`src/rtl/cp0.sv`:
```
// CP0 system coprocessor: BadVAddr, Count, Compare, Status, Cause and EPC,
// exception/ERET commit from the WB stage, fetch redirect and the timer interrupt.
module cp0 #(
  parameter logic [31:0] EXC_ENTRY = 32'hBFC0_0380
) (
  input  logic        clk,
  input  logic        reset,
  input  logic        mtc0,
  input  logic        mfc0,
  input  logic [7:0]  cp0r_addr,
  input  logic [31:0] wdata,
  input  logic        syscall,
  input  logic        eret,
  input  logic [31:0] pc,
  input  logic        wb_valid,
  input  logic        wb_over,
  input  logic        ex_valid_i,
  input  logic [4:0]  ex_code_i,
  input  logic        ex_bd_i,
  input  logic [31:0] ex_pc_i,
  input  logic        badvaddr_valid_i,
  input  logic [31:0] badvaddr_i,
  output logic [31:0] cp0r_rdata,
  output logic        cancel,
  output logic        exc_valid,
  output logic [31:0] exc_pc,
  output logic [31:0] cp0r_status,
  output logic [31:0] cp0r_cause,
  output logic [31:0] cp0r_epc,
  output logic        c0_int
);

  localparam logic [7:0] ADDR_BADVADDR = {5'd8,  3'd0};
  localparam logic [7:0] ADDR_COUNT    = {5'd9,  3'd0};
  localparam logic [7:0] ADDR_COMPARE  = {5'd11, 3'd0};
  localparam logic [7:0] ADDR_STATUS   = {5'd12, 3'd0};
  localparam logic [7:0] ADDR_CAUSE    = {5'd13, 3'd0};
  localparam logic [7:0] ADDR_EPC      = {5'd14, 3'd0};

  logic [31:0] r_badvaddr;
  logic [31:0] r_count;
  logic        r_tick;
  logic [31:0] r_compare;
  logic        r_cmp_written;
  logic [7:0]  r_im;
  logic        r_exl;
  logic        r_ie;
  logic        r_bd;
  logic        r_ti;
  logic [1:0]  r_ip_sw;
  logic [4:0]  r_exc_code;
  logic [31:0] r_epc;

  logic        w_commit;
  logic        w_exc;
  logic        w_eret;
  logic        w_wr;
  logic [31:0] w_status;
  logic [31:0] w_cause;
  logic        w_unused;

  // mfc0/syscall/pc carry no behaviour here: reads are always driven and
  // syscall arrives already folded into ex_valid_i.
  assign w_unused = ^{mfc0, syscall, pc};

  assign w_commit = wb_over & wb_valid;
  assign w_exc    = ex_valid_i & w_commit;
  assign w_eret   = eret & w_commit & ~ex_valid_i;
  assign w_wr     = mtc0 & w_commit & ~ex_valid_i;

  assign w_status = {9'b0, 1'b1, 6'b0, r_im, 6'b0, r_exl, r_ie};
  assign w_cause  = {r_bd, r_ti, 14'b0, r_ti, 5'b0, r_ip_sw, 1'b0, r_exc_code, 2'b0};

  assign cp0r_status = w_status;
  assign cp0r_cause  = w_cause;
  assign cp0r_epc    = r_epc;

  assign exc_valid = (ex_valid_i | eret) & w_commit;
  assign cancel    = exc_valid;
  assign exc_pc    = ex_valid_i ? EXC_ENTRY : r_epc;
  assign c0_int    = r_ie & ~r_exl & (|(w_cause[15:8] & r_im));

  // Read mux reflects the pre-write register values.
  always_comb begin
    cp0r_rdata = 32'h0;
    case (cp0r_addr)
      ADDR_BADVADDR: cp0r_rdata = r_badvaddr;
      ADDR_COUNT:    cp0r_rdata = r_count;
      ADDR_COMPARE:  cp0r_rdata = r_compare;
      ADDR_STATUS:   cp0r_rdata = w_status;
      ADDR_CAUSE:    cp0r_rdata = w_cause;
      ADDR_EPC:      cp0r_rdata = r_epc;
      default:       cp0r_rdata = 32'h0;
    endcase
  end

  // Count advances on every other clock; a software write replaces that cycle's increment.
  always_ff @(posedge clk or posedge reset) begin
    if (reset) begin
      r_tick  <= 1'b0;
      r_count <= 32'h0;
    end else begin
      r_tick <= ~r_tick;
      if (w_wr && cp0r_addr == ADDR_COUNT)
        r_count <= wdata;
      else if (r_tick)
        r_count <= r_count + 32'd1;
    end
  end

  // Compare register and timer interrupt; a Compare write clears TI ahead of any match.
  always_ff @(posedge clk or posedge reset) begin
    if (reset) begin
      r_compare     <= 32'h0;
      r_cmp_written <= 1'b0;
      r_ti          <= 1'b0;
    end else if (w_wr && cp0r_addr == ADDR_COMPARE) begin
      r_compare     <= wdata;
      r_cmp_written <= 1'b1;
      r_ti          <= 1'b0;
    end else if (r_cmp_written && r_count == r_compare) begin
      r_ti <= 1'b1;
    end
  end

  // Status: exception entry sets EXL, ERET clears it, otherwise MTC0 updates the writable fields.
  always_ff @(posedge clk or posedge reset) begin
    if (reset) begin
      r_im  <= 8'h0;
      r_exl <= 1'b0;
      r_ie  <= 1'b0;
    end else if (w_exc) begin
      r_exl <= 1'b1;
    end else if (w_eret) begin
      r_exl <= 1'b0;
    end else if (w_wr && cp0r_addr == ADDR_STATUS) begin
      r_im  <= wdata[15:8];
      r_exl <= wdata[1];
      r_ie  <= wdata[0];
    end
  end

  // Cause: ExcCode/BD from exception entry (BD frozen while nested), software IP from MTC0.
  always_ff @(posedge clk or posedge reset) begin
    if (reset) begin
      r_bd       <= 1'b0;
      r_ip_sw    <= 2'b0;
      r_exc_code <= 5'h0;
    end else if (w_exc) begin
      r_exc_code <= ex_code_i;
      if (!r_exl)
        r_bd <= ex_bd_i;
    end else if (w_wr && cp0r_addr == ADDR_CAUSE) begin
      r_ip_sw <= wdata[9:8];
    end
  end

  // EPC captures the restart PC only on a non-nested exception; BadVAddr on address faults.
  always_ff @(posedge clk or posedge reset) begin
    if (reset) begin
      r_epc      <= 32'h0;
      r_badvaddr <= 32'h0;
    end else begin
      if (w_exc) begin
        if (!r_exl)
          r_epc <= ex_bd_i ? (ex_pc_i - 32'd4) : ex_pc_i;
      end else if (w_wr && cp0r_addr == ADDR_EPC) begin
        r_epc <= wdata;
      end
      if (w_exc && badvaddr_valid_i)
        r_badvaddr <= badvaddr_i;
    end
  end

endmodule

```
`config.mk`:
```
export PLATFORM = sky130hd
export DESIGN_NAME = cp0
export DESIGN_NICKNAME = d
export VERILOG_FILES = /design/src/rtl/cp0.sv
export SDC_FILE = /design/constraint.sdc
export NUM_CORES = 1
export LEC_CHECK = 0
export ABC_CLOCK_PERIOD_IN_PS = 4500
export BUFFER_PORTS_ARGS = -buffer_cell sky130_fd_sc_hd__buf_2
export CORE_MARGIN = 2
export CORE_UTILIZATION = 47
export CTS_BUF_LIST = sky130_fd_sc_hd__clkbuf_8
export DETAILED_ROUTE_END_ITERATION = 10
export GPL_ROUTABILITY_DRIVEN = 0
export PLACE_DENSITY = 0.79
export SLEW_MARGIN = 0
export SYNTH_ARGS = -nofsm -noshare
export SYNTH_HDL_FRONTEND = slang
export SYNTH_SLANG_ARGS = --single-unit
```
`constraint.sdc`:
```
create_clock -name clk -period 4.5 [get_ports clk]
set_clock_uncertainty 0.1 [all_clocks]
set_input_delay 0.225 -clock clk [delete_from_list [all_inputs] [get_ports clk]]
set_output_delay 0.225 -clock clk [all_outputs]
set_load 0.02 [all_outputs]
```
==> flow_metrics.env, run 1 <==
export IMPL_cts_buffer_depth=2
export IMPL_async_flop_share=1.000
export IMPL_syn2layout_area_growth_pct=26.44
export IMPL_fin_ws_ns=1.607
export IMPL_initial_core_util=0.4811
export IMPL_r2r_cells=5
export IMPL_htree_levels=4
export IMPL_cts_hold_buf=77
export IMPL_r2r_start="r_exl$_DFFE_PP0P_"
export IMPL_cts_sinks=149
export IMPL_hp_class="in2reg"
export IMPL_drc=0
export IMPL_post_synth_fa_ha_maj_area_fraction=0.002762
export IMPL_synth_edf_count=0
export IMPL_die_area_mm2=0.02040
export IMPL_synthXorXnorAreaFrac=0.08508
export IMPL_antenna_left=0
export IMPL_die_height_um=142.8
export IMPL_yosysWarnings=0
export IMPL_wl_um=30890
export IMPL_finalSetupTns_ns=0
export IMPL_num_rows=50
export IMPL_fin_nets=1380
export IMPL_dp_hpwl_um=22470
export IMPL_seq_area_frac_synth=0.4116
export IMPL_end_kind="register"
export IMPL_grt_pass1_vias=8395
export IMPL_fin_crit_ns=2.893
export IMPL_power_mw=3.955
export IMPL_via_count=8629
export IMPL_fin_util=0.6082
export IMPL_design_area_mm2=0.01145
export IMPL_worst_path_max_delay_cell="nor2_2"
export IMPL_min_to="r_exl$_DFFE_PP0P_"
export IMPL_placeableCoreArea_mm2=0.01883
export IMPL_grt_overflow_total=0
export IMPL_tritoncts="done"
export IMPL_crit_fanout=36
export IMPL_clk_latency_ns=0.47
export IMPL_dr_pass1_iters=5
export IMPL_cpPeakStageDelay_ns=0.96
export IMPL_worstPathRequired_ns=4.81
export IMPL_slew_headroom=0.1911
export IMPL_leakagePower_nw=5.326
export IMPL_avgRoutedWirePerCell_um=20.59
export IMPL_grt_max_degree=59
export IMPL_fillers=1541
export IMPL_min_from="eret"
export IMPL_final_cell_mix="buf_2 (236), dfrtp_1 (149), nand2_1 (86)"
export IMPL_synth_compound_area_frac=0.1269
export IMPL_port_buffers=236
export IMPL_irDropWorstVdd_mv=0.1843
export IMPL_final_common_cell="buf_2"
export IMPL_grt_use_total=0.3048
export IMPL_timing_rr_end="cp0r_epc[16]$_DFFE_PP0P_"
export IMPL_final_hold_viol_count=0
export IMPL_antenna_found_initial=0
export IMPL_reg2reg_setup_slack_ns=1.87
export IMPL_slew_violations=0
export IMPL_worstPathArrival_ns=3.20
export IMPL_drv_cap=0
export IMPL_period_share=0.6429
export IMPL_cp_cell_sequence="buf_2 > and4b_1 > and4_1 > nor2_2 > nand2_1 > o211ai_1 > dlygate4sd3_1"
export IMPL_dpl_instance_area_mm2=0.01018
export IMPL_setup_violations=0
export IMPL_postCtsResizedCells=0
export IMPL_crit_type="in2reg"
export IMPL_syn_cell_area_mm2=0.009059
export IMPL_cts_clk_slew_worst_paths_ns=0.09
export IMPL_rsz0062_at_grt="no"
export IMPL_synth_simple_area_share=0.1823
export IMPL_ys_seq_elements=149
export IMPL_synth_top_flop_cell="dfrtp_1"
export IMPL_avgSynthCellArea_um2=9.495
export IMPL_vias_per_cell=5.753
export IMPL_final_layout_size_suffix_gt1_frac=0.3172
export IMPL_yosysUniqueCellTypes=56
export IMPL_worstMarginPinSlew_ns=1.212
export IMPL_hold_depth=3
export IMPL_cts_made_buffers=17
export IMPL_postCtsSetupBuffers=0
export IMPL_synthMuxAreaShare=0.1126
export IMPL_preCtsSetupSlack_ns=1.623
export IMPL_dr_first_iter_drc_count=1186
export IMPL_die_x_um=142.8
export IMPL_synth_top_family_by_area="simple AND/OR/NAND/NOR gates"
export IMPL_cts_root_buf="clkbuf_8"
export IMPL_status="complete, no violations"
export IMPL_pwr_density_cell_mw_per_mm2=345.3
export IMPL_grt_pass1_wl_um=46960
export IMPL_syn_inst=954
export IMPL_io_pins=315
export IMPL_start_kind="primary input"
export IMPL_fmaxAchievable_mhz=345.7
worst max path at each step:
stage / startpoint / endpoint / slack [ns] / depth (start not counted)
after floorplan: reset / cp0r_epc[0]$_DFFE_PP0P_ / 0.17 / 1
after global placement: ex_valid_i / cp0r_epc[2]$_DFFE_PP0P_ / 1.70 / 5
after detailed placement: ex_valid_i / cp0r_epc[4]$_DFFE_PP0P_ / 1.62 / 5
after CTS: ex_valid_i / cp0r_epc[16]$_DFFE_PP0P_ / 1.66 / 7
after global routing: ex_valid_i / cp0r_epc[16]$_DFFE_PP0P_ / 1.33 / 7
final: ex_valid_i / cp0r_epc[16]$_DFFE_PP0P_ / 1.61 / 7
report_power, final:
group,internal (mW),switching [mW],leakage (nW)
clock,0.739,0.547,0.246
combinational,0.380,0.556,3.16
sequential,1.50,0.231,1.92
critical path, delay by kind of cell:
kind                   cells  cell delay [ns]
AO/OA/AOI/OAI              1             0.12
buffers and inverters      2             1.03
AND/OR/NAND/NOR            4             1.81
layer usage:
layer	part of all wire	vias up	track usage
li1	-	3846	-
met1	0.39	4124	0.3971
met2	0.47	547	0.4795
met3	0.094	112	0.06573
met4	0.051	0	0.1579
met5	0	-	0
cells in the mapped netlist, drive strengths merged (7+ instances only):
| cell type | number | area (um^2) |
|---|---|---|
| buf | 72 | 504.2 |
| nor2b | 22 | 137.6 |
| dfrtp | 149 | 3729 |
| nor2 | 70 | 265.3 |
| o22ai | 10 | 62.56 |
| xnor2 | 61 | 534.3 |
| or2 | 15 | 93.84 |
| xor2 | 27 | 236.5 |
| a21oi | 44 | 220.2 |
| nor4 | 24 | 187.7 |
| a22oi | 52 | 390.4 |
| mux2 | 77 | 867.1 |
| mux2i | 13 | 130.1 |
| o211ai | 14 | 105.1 |
| nand4 | 18 | 127.6 |
| nor3 | 16 | 80.08 |
| nand2 | 86 | 322.8 |
| clkbuf | 47 | 178.9 |
| nand3 | 26 | 130.1 |
| o21ai | 40 | 200.2 |
| and3 | 7 | 43.79 |
state kept, by name (all words and copies together) (netlist names), 2 cells and up:
name / count
r_count: 32
r_exc_code: 5
cp0r_epc: 32
r_compare: 32
r_ip_sw: 2
r_badvaddr: 32
r_im: 8
area by class of cell:
cell class,count,area (um^2),area share
flip-flops and latches,149,3729,0.3255
clock inverters,14,247.7,0.02163
inverters,6,27.53,0.002403
multi-input cells,722,4795,0.4186
well taps,260,325.3,0.02840
diodes,1,2.502,0.0002185
clock buffers,18,247.7,0.02163
repair buffers,330,2079,0.1816
kinds of logic after synthesis:
kind of cell	Yosys count
and+or+nand+nor	317
AOI/OAI and AO/OA	180
DFF	149
buffers and inverters	125
muxes	91
xor gates and xnor gates	88
adders and majority gates	2
other	2
per-stage QoR:
step,instances,hold slack [ns]
final,1500,0.01861
after floorplan,996,0.2304
after CTS,1499,0.002791
after global placement,1390,0.1555
after global routing,1499,0.007298
after detailed placement,1390,0.1570
(Power assumes the default switching activity.)
==> inputs of run 2 (changes only) <==
--- a/config.mk
+++ b/config.mk
@@ -5,14 +5,14 @@
 export SDC_FILE = /design/constraint.sdc
 export NUM_CORES = 1
 export LEC_CHECK = 0
-export ABC_CLOCK_PERIOD_IN_PS = 4500
+export ABC_CLOCK_PERIOD_IN_PS = 2800
 export BUFFER_PORTS_ARGS = -buffer_cell sky130_fd_sc_hd__buf_2
 export CORE_MARGIN = 2
-export CORE_UTILIZATION = 47
+export CORE_UTILIZATION = 48
 export CTS_BUF_LIST = sky130_fd_sc_hd__clkbuf_8
 export DETAILED_ROUTE_END_ITERATION = 10
 export GPL_ROUTABILITY_DRIVEN = 0
-export PLACE_DENSITY = 0.79
+export PLACE_DENSITY = 0.77
 export SLEW_MARGIN = 0
 export SYNTH_ARGS = -nofsm -noshare
 export SYNTH_HDL_FRONTEND = slang
==> constraint.sdc (replaced) <==
create_clock -name clk -period 2.8 [get_ports clk]
set_clock_uncertainty 0.1 [all_clocks]
set_input_delay 0.14 -clock clk [delete_from_list [all_inputs] [get_ports clk]]
set_output_delay 0.14 -clock clk [all_outputs]
set_load 0.02 [all_outputs]
==> run 2 against run 1 <==
Net effect: cell area is 1.8% higher; cell count is 0.13% lower; setup slack worse by 1.5 ns; hold slack worse by 0.0098 ns; register-to-register slack worse by 1.4 ns; non-clock buffer count is 25 higher; routed wire length is 1.9% lower; critical path type unchanged; critical endpoint is now cp0r_epc[30]$_DFFE_PP0P_; highest routed layer unchanged.
==> flow_metrics.env, run 2 (same netlist as run 1, synthesis figures left out) <==
export IMPL_grt_pass1_wl_um=46220
export IMPL_slew_violations=0
export IMPL_fmaxAchievable_mhz=377.5
export IMPL_crit_fanout=4
export IMPL_htree_levels=4
export IMPL_status="complete, no violations"
export IMPL_finalSetupTns_ns=0
export IMPL_avgRoutedWirePerCell_um=20.22
export IMPL_fin_util=0.6273
export IMPL_hp_class="in2reg"
export IMPL_cts_made_buffers=17
export IMPL_syn2layout_area_growth_pct=28.66
export IMPL_postCtsSetupBuffers=0
export IMPL_cpPeakStageDelay_ns=0.61
export IMPL_worst_path_max_delay_cell="or4_1"
export IMPL_wl_um=30290
export IMPL_port_buffers=236
export IMPL_num_rows=50
export IMPL_antenna_left=0
export IMPL_vias_per_cell=5.762
export IMPL_dr_first_iter_drc_count=1014
export IMPL_drv_cap=0
export IMPL_drc=0
export IMPL_fin_hold_ws_ns=0.008782
export IMPL_initial_core_util=0.4875
export IMPL_leakagePower_nw=5.434
export IMPL_io_pins=315
export IMPL_cts_buffer_depth=2
export IMPL_final_common_cell="buf_2"
export IMPL_cts_root_buf="clkbuf_8"
export IMPL_design_area_mm2=0.01165
export IMPL_final_layout_size_suffix_gt1_frac=0.3183
export IMPL_grt_use_total=0.3019
export IMPL_rsz0062_at_grt="no"
export IMPL_final_hold_viol_count=0
export IMPL_path_common_cell="dlygate4sd3_1"
export IMPL_worstMarginPinSlew_ns=0.8346
export IMPL_grt_overflow_total=0
export IMPL_power_mw=6.268
export IMPL_tritoncts="done"
export IMPL_dr_pass1_iters=5
export IMPL_grt_max_degree=150
export IMPL_cp_cell_sequence="dlygate4sd3_1 > buf_2 > or4_1 > or3_1 > nor4_2 > xor2_1 > a221o_1 > dlygate4sd3_1"
export IMPL_die_x_um=141.4
export IMPL_slew_headroom=0.4436
export IMPL_final_cell_mix="buf_2 (236), dfrtp_1 (149), dlygate4sd3_1 (93)"
export IMPL_fin_crit_ns=2.649
export IMPL_placeableCoreArea_mm2=0.01858
export IMPL_grt_pass1_vias=8097
export IMPL_cts_sinks=149
export IMPL_cts_clk_slew_worst_paths_ns=0.08
export IMPL_irDropWorstVdd_mv=0.3231
export IMPL_clk_latency_ns=0.46
export IMPL_worstPathArrival_ns=2.90
export IMPL_via_count=8632
export IMPL_worstPathRequired_ns=3.05
export IMPL_crit_type="in2reg"
export IMPL_start_kind="primary input"
export IMPL_antenna_found_initial=1
export IMPL_end_kind="register"
export IMPL_setup_violations=0
export IMPL_dp_hpwl_um=22050
export IMPL_pwr_density_cell_mw_per_mm2=537.8
export IMPL_fin_nets=1405
export IMPL_period_share=0.9462
export IMPL_die_area_mm2=0.01999
export IMPL_dpl_instance_area_mm2=0.01024
export IMPL_die_height_um=141.4
## run 2: cell count changes in the layout (fill, tap and decap cells not counted), moves of 3 or more
cell / previous run / this run
buf_4: 17 / 24
clkinv_4: 3 / 0
inv_6: 3 / 0
dlygate4sd3_1: 77 / 93
clkbuf_8: 18 / 21
## run 2: through the flow
stage	std cells	setup WS [ns]
floorplan	996	0.6850
global placement	1373	0.4031
detailed placement	1373	0.3815
CTS	1497	0.04042
global route	1498	0.03343
finish	1498	0.1507
## run 2: layer usage
metal	vias up	part of all wire	GRT usage
met4	0	0.031	0.1126
li1	3893	-	-
met5	-	0	0
met1	4158	0.41	0.4211
met3	69	0.088	0.05164
met2	512	0.47	0.4750
## run 2: cell type report
type | instances | area, um^2
Antenna cell | 1 | 2.502
Multi-Input combinational cell | 722 | 4807
Fill cell | 1492 | 6925
Tap cell | 234 | 292.8
Inverter | 6 | 26.28
Timing Repair Buffer | 355 | 2332
Clock inverter | 10 | 176.4
Clock buffer | 21 | 289.0
Sequential cell | 149 | 3729
## run 2: path summary, 6_finish.rpt
path | start | end | slack, ns | depth (start not counted)
max in group asynchronous | reset | r_compare[31]$_DFFE_PP0P_ | 1.63 | 4
worst max register to register | r_count[3]$_DFFE_PP0P_ | r_count[30]$_DFFE_PP0P_ | 0.52 | 5
worst min-delay path | ex_pc_i[6] | cp0r_epc[6]$_DFFE_PP0P_ | 0.009 | 4
worst min register to register | r_cmp_written$_DFFE_PP0P_ | r_cmp_written$_DFFE_PP0P_ | 0.38 | 1
min in group asynchronous | reset | r_badvaddr[13]$_DFFE_PP0P_ | 0.32 | 4
worst max-delay path | ex_pc_i[26] | cp0r_epc[30]$_DFFE_PP0P_ | 0.15 | 8
## run 2: report_power, final
part / total (mW) / leakage, nW / internal, mW / switching (mW)
registers: 2.78 / 1.92 / 2.41 / 0.370
logic: 1.53 / 3.28 / 0.641 / 0.892
clock network: 1.95 / 0.239 / 1.14 / 0.807
## run 2: critical path, delay by kind of cell
kind | cells | cell delay, ns
xor+xnor | 1 | 0.10
buf+inv | 3 | 1.20
simple gates | 3 | 1.16
compound gates | 1 | 0.29
## run 2: timing repair
| item | 4_1_cts | 5_1_grt |
|---|---|---|
| endpoints found under the hold margin | 294 | 0 |
| hold buffers | 93 | 0 |
| resized for setup | 0 | 2 |
| setup endpoints to repair | 0 | 1 |
==> inputs of run 3 (changes only) <==
==> config.mk (replaced) <==
export PLATFORM = sky130hd
export DESIGN_NAME = cp0
export DESIGN_NICKNAME = d
export VERILOG_FILES = /design/src/rtl/cp0.sv
export SDC_FILE = /design/constraint.sdc
export NUM_CORES = 1
export LEC_CHECK = 0
export ABC_CLOCK_PERIOD_IN_PS = 2800
export CORE_MARGIN = 2
export CORE_UTILIZATION = 45
export CTS_BUF_LIST = sky130_fd_sc_hd__clkbuf_8
export DETAILED_ROUTE_END_ITERATION = 10
export DONT_BUFFER_PORTS = 1
export GPL_ROUTABILITY_DRIVEN = 0
export PLACE_DENSITY = 0.6
export SLEW_MARGIN = 20
export SYNTH_ARGS = -nofsm -noshare
export SYNTH_HDL_FRONTEND = slang
export SYNTH_SLANG_ARGS = --single-unit
==> run 3 against run 2 <==
Net effect: largest cell class unchanged; maximum frequency is essentially flat; routed wire length grew 3.4%; register-to-register slack is essentially flat; hold slack gained 0.018 ns; clock power shrank 8%; flip-flop and latch count is the same; cell count shrank 9.6%; critical endpoint is now cp0r_epc[19]$_DFFE_PP0P_; power shrank 5.7%; sequential share of layout area grew 1.9 points; cell area shrank 5.7%; highest routed layer unchanged; non-clock buffer count shrank 178.
==> flow_metrics.env, run 3 (same netlist as run 1, synthesis figures left out) <==
export IMPL_antenna_left=0
export IMPL_grt_pass1_wl_um=47810
export IMPL_crit_fanout=4
export IMPL_cpPeakStageDelay_ns=0.60
export IMPL_dpl_instance_area_mm2=0.009294
export IMPL_setup_violations=0
export IMPL_pwr_density_cell_mw_per_mm2=538.0
export IMPL_fmaxAchievable_mhz=377.1
export IMPL_drv_cap=0
export IMPL_final_cell_mix="dfrtp_1 (149), dlygate4sd3_1 (125), nand2_1 (86)"
export IMPL_grt_use_total=0.2936
export IMPL_dr_first_iter_drc_count=679
export IMPL_fillers=1825
export IMPL_num_rows=51
export IMPL_die_area_mm2=0.02128
export IMPL_internal_power_mw=3.753
export IMPL_design_area_mm2=0.01099
export IMPL_worstPathArrival_ns=2.89
export IMPL_power_mw=5.913
export IMPL_leakagePower_nw=4.673
export IMPL_clk_latency_ns=0.47
export IMPL_vias_per_cell=5.857
export IMPL_dp_cells=1192
export IMPL_initial_core_util=0.4624
export IMPL_drc=0
export IMPL_end_kind="register"
export IMPL_crit_family="simple AND/OR/NAND/NOR gates"
export IMPL_rsz0062_at_grt="no"
export IMPL_cts_clk_slew_worst_paths_ns=0.09
export IMPL_tritoncts="done"
export IMPL_cp_cell_sequence="dlygate4sd3_1 > nor4_1 > nand4b_1 > nor4_1 > xnor2_1 > dlygate4sd3_1 > o211ai_1"
export IMPL_wl_um=31310
export IMPL_fin_nets=1227
export IMPL_syn2layout_area_growth_pct=21.33
export IMPL_die_x_um=145.9
export IMPL_crit_type="in2reg"
export IMPL_htree_levels=4
export IMPL_fin_crit_ns=2.652
export IMPL_io_pins=315
export IMPL_min_from="ex_pc_i[7]"
export IMPL_fin_hold_ws_ns=0.02710
export IMPL_cts_buffer_depth=2
export IMPL_slew_violations=0
export IMPL_grt_overflow_total=0
export IMPL_die_height_um=145.9
export IMPL_power_frac_comb=0.195
export IMPL_irDropWorstVdd_mv=0.2485
export IMPL_final_hold_viol_count=0
export IMPL_r2r_cells=5
export IMPL_cts_sinks=149
export IMPL_reg2reg_setup_slack_ns=0.52
export IMPL_switchingPower_mw=2.160
export IMPL_dp_hpwl_um=22600
export IMPL_via_count=7930
export IMPL_switching_share=0.3652
export IMPL_grt_max_degree=44
export IMPL_period_share=0.9470
export IMPL_finalSetupTns_ns=0
export IMPL_placeableCoreArea_mm2=0.01959
export IMPL_antenna_found_initial=3
export IMPL_hold_depth=3
export IMPL_timing_rr_end="r_count[30]$_DFFE_PP0P_"
export IMPL_min_to="cp0r_epc[7]$_DFFE_PP0P_"
export IMPL_worstPathRequired_ns=3.04
export IMPL_final_common_cell="dfrtp_1"
export IMPL_dr_pass1_iters=5
export IMPL_avgRoutedWirePerCell_um=23.13
export IMPL_worst_path_max_delay_cell="dlygate4sd3_1"
export IMPL_port_buffers=0
export IMPL_cts_made_buffers=17
export IMPL_fin_cells=1354
export IMPL_hp_class="in2reg"
export IMPL_cts_root_buf="clkbuf_8"
export IMPL_clockPowerShare=0.303
export IMPL_final_layout_size_suffix_gt1_frac=0.1777
export IMPL_r2r_start="r_count[4]$_DFFE_PP0P_"
export IMPL_path_buf_inv=2
export IMPL_p_seq_frac=0.502
export IMPL_start_kind="primary input"
export IMPL_grt_pass1_vias=7759
export IMPL_status="complete, no violations"
export IMPL_slew_headroom=0.4185
export IMPL_worstMarginPinSlew_ns=0.8705
run 3: changes by cell type in the layout (fill, tap and decap cells not counted), moves of 2 or more:
cell           previous run  this run
nor4_1                   16        18
diode_2                   1         3
inv_8                     0         2
dlygate4sd3_1            93       125
clkinv_4                  0         2
nor4_2                    8         6
clkbuf_8                 21        17
buf_2                   236         0
buf_4                    24        49
inv_6                     0         9
clkinv_2                  3         0
bufinv_16                 5         2
run 3: routing by layer:
layer	routed length, um	vias to the layer above	track usage
met5	0	-	0
met4	690	0	0.08578
met3	2615	50	0.06238
met2	14640	404	0.4679
met1	13370	3929	0.4043
li1	-	3547	-
run 3: stage by stage:
step,worst slack (ns),util
finish,0.1485,0.5610
global placement,0.4755,0.4744
floorplan,0.6850,-
CTS,0.05502,0.5594
global route,0.08175,0.5606
detailed placement,0.4592,0.4744
run 3: area by class of cell:
cell class / count / area, um^2 / share of cell area
tap: 265 / 331.6 / 0.03017
timing repair buffer: 177 / 1679 / 0.1528
clock buffer: 17 / 234.0 / 0.02129
sequential: 149 / 3729 / 0.3393
clock inverter: 15 / 178.9 / 0.01628
inverter: 6 / 26.28 / 0.002391
antenna: 3 / 7.507 / 0.0006831
multi-input combinational: 722 / 4805 / 0.4372
run 3: how the worst max path moves through the flow:
stage	from	endpoint	depth (start not counted)
2_1_floorplan	reset	cp0r_epc[0]$_DFFE_PP0P_	1
3_3_place_gp	cp0r_addr[1]	cp0r_rdata[17]	7
3_5_place_dp	cp0r_addr[1]	r_ie$_DFFE_PP0P_	4
4_1_cts	ex_pc_i[6]	cp0r_epc[29]$_DFFE_PP0P_	7
5_1_grt	ex_pc_i[6]	cp0r_epc[17]$_DFFE_PP0P_	7
6_report	ex_pc_i[6]	cp0r_epc[19]$_DFFE_PP0P_	7
run 3: worst min-delay path, cell delays in order:
cell      delay, ns
a21boi_0       0.11
a211oi_1       0.23
o31ai_1        0.08
run 3: power by group through the flow:
stage | Clock, mW | Sequential [mW] | Combinational (mW)
global route | 1.90 | 2.99 | 1.25
CTS | 1.81 | 2.95 | 1.14
finish | 1.79 | 2.97 | 1.15
detailed placement | 0 | 2.99 | 0.933
floorplan | 0 | 2.76 | 0.881
global placement | 0 | 2.99 | 0.919
run 3: timing repair:
item / 4_1_cts / 5_1_grt
setup buffers: 0 / 2
gates resized for setup: 0 / 1
endpoints found under the setup margin: 0 / 4
hold endpoints to repair: 178 / 0
hold buffers: 125 / 0
